===== src/rtl/alu_writeback.sv =====
// alu_writeback: ALU result writeback into a 16x16 register file, with flags and a
// second write cycle that puts the hi/remainder result of ops 4/5 into HI_REG.
// Latency: out1 is written at the accept edge; out2 is written one edge later.
// Backpressure: in_ready drops for the WRITE_HI cycle.
// Optional macro WB_BYPASS_EN: forwards the value being written this cycle to the read ports.
module alu_writeback #(
  parameter int HI_REG = 15,
  parameter int NREGS  = 16
) (
  input  logic        clk,
  input  logic        rst,
  input  logic        in_valid,
  output logic        in_ready,
  input  logic [3:0]  in_op,
  input  logic [3:0]  in_dest,
  input  logic [15:0] in_out1,
  input  logic [15:0] in_out2,
  input  logic        in_overflow,
  input  logic [3:0]  rd_addr_a,
  input  logic [3:0]  rd_addr_b,
  output logic [15:0] rd_data_a,
  output logic [15:0] rd_data_b,
  output logic [2:0]  flags,
  output logic        busy
);

  typedef enum logic [0:0] {
    IDLE     = 1'b0,
    WRITE_HI = 1'b1
  } state_t;

  localparam logic [3:0] HI_ADDR = 4'(HI_REG);

  state_t      state_q, state_d;
  logic [15:0] regs_q [NREGS];
  logic [15:0] hold_q, hold_d;
  logic [2:0]  flags_q, flags_d;   // {overflow, negative, zero}

  logic        accept;
  logic        op_writes;          // ops 0-9 write out1 and update flags
  logic        op_two_cycle;       // ops 4/5 also produce out2
  logic        wr_en;
  logic [3:0]  wr_addr;
  logic [15:0] wr_data;

  assign in_ready     = (state_q == IDLE);
  assign busy         = (state_q == WRITE_HI);
  assign flags        = flags_q;
  assign accept       = in_valid & in_ready;
  assign op_writes    = (in_op <= 4'd9);
  assign op_two_cycle = (in_op == 4'd4) || (in_op == 4'd5);

  // Next-state, write port and flag update; defaults hold everything
  always_comb begin
    state_d = state_q;
    hold_d  = hold_q;
    flags_d = flags_q;
    wr_en   = 1'b0;
    wr_addr = in_dest;
    wr_data = in_out1;
    unique case (state_q)
      IDLE: begin
        if (accept && op_writes) begin
          // Index 0 is hardwired to zero, so its writes are dropped here
          wr_en      = (in_dest != 4'd0);
          wr_addr    = in_dest;
          wr_data    = in_out1;
          flags_d[0] = (in_out1 == 16'h0000);
          flags_d[1] = in_out1[15];
          if (in_op == 4'd0 || in_op == 4'd1) begin
            flags_d[2] = in_overflow;
          end
          if (op_two_cycle) begin
            hold_d  = in_out2;
            state_d = WRITE_HI;
          end
        end
      end
      WRITE_HI: begin
        // Second half of a mul/div: out2 lands in HI_REG, overriding any out1 there
        wr_en   = (HI_ADDR != 4'd0);
        wr_addr = HI_ADDR;
        wr_data = hold_q;
        state_d = IDLE;
      end
      default: begin
        state_d = IDLE;
      end
    endcase
  end

  // State, hold register and flags
  always_ff @(posedge clk or posedge rst) begin
    if (rst) begin
      state_q <= IDLE;
      hold_q  <= 16'h0000;
      flags_q <= 3'b000;
    end else begin
      state_q <= state_d;
      hold_q  <= hold_d;
      flags_q <= flags_d;
    end
  end

  // Register file; reset clears every entry so a reset mid-WRITE_HI leaves nothing behind
  always_ff @(posedge clk or posedge rst) begin
    if (rst) begin
      for (int i = 0; i < NREGS; i++) begin
        regs_q[i] <= 16'h0000;
      end
    end else if (wr_en && (32'(wr_addr) < NREGS)) begin
      regs_q[wr_addr] <= wr_data;
    end
  end

  // Stored value of one register; index 0 and out-of-range indices read as zero
  function automatic logic [15:0] stored_rd(input logic [3:0] addr);
    logic [15:0] v;
    v = 16'h0000;
    if (addr != 4'd0 && (32'(addr) < NREGS)) begin
      v = regs_q[addr];
    end
    return v;
  endfunction

`ifdef WB_BYPASS_EN
  // Forward the value being written this cycle so a dependent read sees it immediately
  always_comb begin
    rd_data_a = stored_rd(rd_addr_a);
    rd_data_b = stored_rd(rd_addr_b);
    if (wr_en && (rd_addr_a == wr_addr)) begin
      rd_data_a = wr_data;
    end
    if (wr_en && (rd_addr_b == wr_addr)) begin
      rd_data_b = wr_data;
    end
  end
`else
  // Reads return the pre-edge contents; new data shows up the cycle after the write
  always_comb begin
    rd_data_a = stored_rd(rd_addr_a);
    rd_data_b = stored_rd(rd_addr_b);
  end
`endif

endmodule


===== config.mk =====
export PLATFORM = sky130hd
export DESIGN_NAME = alu_writeback
export DESIGN_NICKNAME = d
export VERILOG_FILES = /design/src/rtl/alu_writeback.sv
export SDC_FILE = /design/constraint.sdc
export NUM_CORES = 1
export LEC_CHECK = 0
export CAP_MARGIN = 5
export CORE_AREA = 2 2 201 203
export DETAILED_ROUTE_END_ITERATION = 16
export DIE_AREA = 0 0 203 205
export GPL_ROUTABILITY_DRIVEN = 1
export PLACE_DENSITY = 0.54
export SLEW_MARGIN = 20
export SYNTH_ARGS = -nofsm -noshare
export SYNTH_HDL_FRONTEND = slang
export SYNTH_SLANG_ARGS = --single-unit

===== constraint.sdc =====
create_clock -name clk -period 9.4 [get_ports clk]
set_input_delay 1.41 -clock clk [delete_from_list [all_inputs] [get_ports clk]]
set_output_delay 1.41 -clock clk [all_outputs]
set_load 0.01 [all_outputs]

==> reports/qor.yml <==
die:
  start_util: 0.346
  std_cell_rows: 73
  coreArea_sq_um: 39400
  die_height_microns: 205
  num_io_pins: 89
  chipWidth_microns: 203
  dieArea_sq_um: 41600
critical_path:
  crit_required_ps: 7990
  worstPathMaxFanout: 18
  path_delay_family: "buffers and inverters"
  slowest_stage: "clkinv_1"
  cp-start-kind: "input port"
  r2r_setup_slack_ps: 6490
  crit_path_frequent_cell: "clkdlybuf4s50_1"
  worstSetupPathType: "input port to output port"
  arrival_ps: 4540
  end_kind: "output port"
  cpPeakStageDelay_ps: 820
  crit_buf_inv: 4
  worstPathCellList: "clkdlybuf4s50_1 -> buf_4 -> clkinv_1 -> a221oi_1 -> o21ai_0 -> o311ai_0 -> clkdlybuf4s50_1"
synth:
  async_reset_ff_frac: 1.00
  yosys.area.top_type: "dfrtp_1"
  synth_flop_cell: "dfrtp_1"
  ys_ff_latch: 260
  syn-mean-instance-area_sq_um: 11.3
  seq_area_frac_synth: 0.478
  ys_top_cells_by_area: "dfrtp_1, mux4_2, o21ai_0"
  syn_area_sq_um: 13600
  synthTopCellsByCount: "dfrtp_1, nand2_1, o21ai_0"
  synth_enable_flop_cells: 0
  yosys.cell_types.count: 34
  ys_warn_count: 0
  yosysTopAreaCellShare: 0.478
  synth.most_common_cell: "dfrtp_1"
  synth_nets: 1254
  postSynthCellCount: 1202
min_path:
  hold_path_class: "flip-flop to flip-flop"
detailed_routing:
  routedWlPerCell_microns: 22.0
  routed_wl_microns: 39300
  detail-route-antenna-nets: 0
  firstDrtPassIters: 5
  vias_per_cell: 5.36
  route.detailed.drc: 0
  drt-initial-drc-count: 634
  num_vias: 9582
sta:
  fmaxAchievable_mhz: 168
  finalSetupTns_ps: 0
  min_period_ps: 5950
  finalMaxSlewViolations: 0
  rsz0062_at_grt: "false"
  setup_viol: 0
  tightest_slew_ps: 1020
  fin_skew_ps: 8.30
  min_period_over_period: 0.633
  slew_headroom: 0.306
  hold_violations: 0
cells_and_area:
  fillers: 3779
  syn_to_final_growth_pct: 16.5
  drive_above_1_share: 0.202
  final_nets: 1295
  utilization: 0.403
  antenna_cells: 0
grt:
  grt_pass1_vias: 10000
  grt_usage: 0.195
  grt_pass1_wl_microns: 61400
  grt_max_degree: 178
  grt_antenna_before_repair: 0
  grt_overflow_total: 0
placed_design:
  hpwl_microns: 23100
  place.gp.congestion: 0.747
  portBuffers: 87
cts:
  cts_sinks: 260
  worstSkewPairLatency_ps: 560
  root_buffer: "clkbuf_16"
  path_clk_slew_ps: 60
  post_cts_resize_count: 0
  cts_buffers: 29
  htreeDepth: 1
  clock_tree.buffer_depth: 3
  postCtsSetupBuffers: 0
  cts_tree: "done"
  ctsHoldBuffers: 0
flow_run:
  drv_cap: 0
outcome:
  status: "completed"
power:
  ir_worst_vdd_v: 0.000127
  leakagePower_uw: 0.00675
  p_per_area_nw_per_um2: 222
==> worst paths after layout <==
path / startpoint / end / cells after the start
max in group asynchronous: rst / regs_q[69]$_DFFE_PP0P_ / 3
min in group asynchronous: rst / regs_q[159]$_DFFE_PP0P_ / 2
setup reg to reg: busy$_DFF_PP0_ / regs_q[197]$_DFFE_PP0P_ / 6
hold / removal: flags[2]$_DFFE_PP0P_ / flags[2]$_DFFE_PP0P_ / 1
setup / recovery: rd_addr_a[2] / rd_data_a[14] / 7
hold reg to reg: flags[2]$_DFFE_PP0P_ / flags[2]$_DFFE_PP0P_ / 1
==> logic make-up (layout without fill, tap and decap cells) <==
logic type	count (synthesis)	count (layout)	share of synthesized area
AO/OA/AOI/OAI	288	288	0.120
buffers and inverters	132	193	0.0481
flip-flops	260	260	0.478
multiplexers	210	210	0.255
AND/OR/NAND/NOR	312	312	0.0983
==> power breakdown <==
part,internal [uW],switching [uW]
Clock,734,466
Combinational,423,347
Sequential,1370,179
Total,2530,991
==> per-stage QoR <==
stage               std cells  hold slack [ps]  setup slack (ps)  power, uW  instance area, sq um
floorplan                1202              458               835       2070                 13600
global placement         1737              472              3410       2300                 14800
detailed placement       1737              479              3410       2340                 14800
CTS                      1788              493              3410       3550                 15800
global route             1788              517              3330       3720                 15900
finish                   1788              485              3450       3520                 15900
==> per-layer routing <==
layer  GRT usage  share of wire  vias up
li1            -              -     4450
met1       0.261           0.45     4862
met2       0.331           0.49      204
met3      0.0213          0.036       66
met4      0.0610          0.027        0
met5           0              0        -
==> registers in the layout, summed over array words and instances (netlist names) <==
register and count:
busy 1, regs_q 240, hold_q 16, flags 3
==> cell type report <==
| type | instances | area, sq um | area share |
|---|---|---|---|
| Clock buffer | 42 | 855 | 0.0539 |
| Clock inverter | 9 | 145 | 0.00916 |
| Inverter | 20 | 82.6 | 0.00521 |
| Multi-Input combinational cell | 810 | 6480 | 0.409 |
| Sequential cell | 260 | 6510 | 0.410 |
| Tap cell | 525 | 657 | 0.0414 |
| Timing Repair Buffer | 122 | 1130 | 0.0710 |
==> placed cells by master (no fill, tap or decap), types with 2 or more instances in the layout <==
cell type / Yosys / routed
dfrtp_1: 260 / 260
nand2_1: 208 / 208
o21ai_0: 195 / 195
mux4_2: 98 / 98
clkdlybuf4s50_1: 0 / 81
mux2_2: 59 / 59
mux2i_1: 48 / 41
buf_4: 10 / 38
nor2_1: 35 / 35
a21oi_1: 32 / 32
nor2b_1: 31 / 30
clkbuf_16: 0 / 29
a221oi_1: 23 / 23
inv_1: 19 / 18
nand4_1: 13 / 13
nor3_1: 12 / 12
o21bai_1: 12 / 12
o31ai_1: 9 / 9
clkbuf_8: 0 / 8
mux2i_2: 0 / 7
a22o_1: 7 / 7
and2_1: 5 / 5
nor4_1: 5 / 5
clkbuf_1: 47 / 5
clkinv_2: 0 / 5
o21ai_1: 4 / 4
mux4_1: 4 / 4
bufinv_16: 0 / 4
a22oi_1: 2 / 2
o311ai_0: 2 / 2
and4_1: 2 / 2
buf_2: 47 / 2
(Power assumes the default switching activity.)
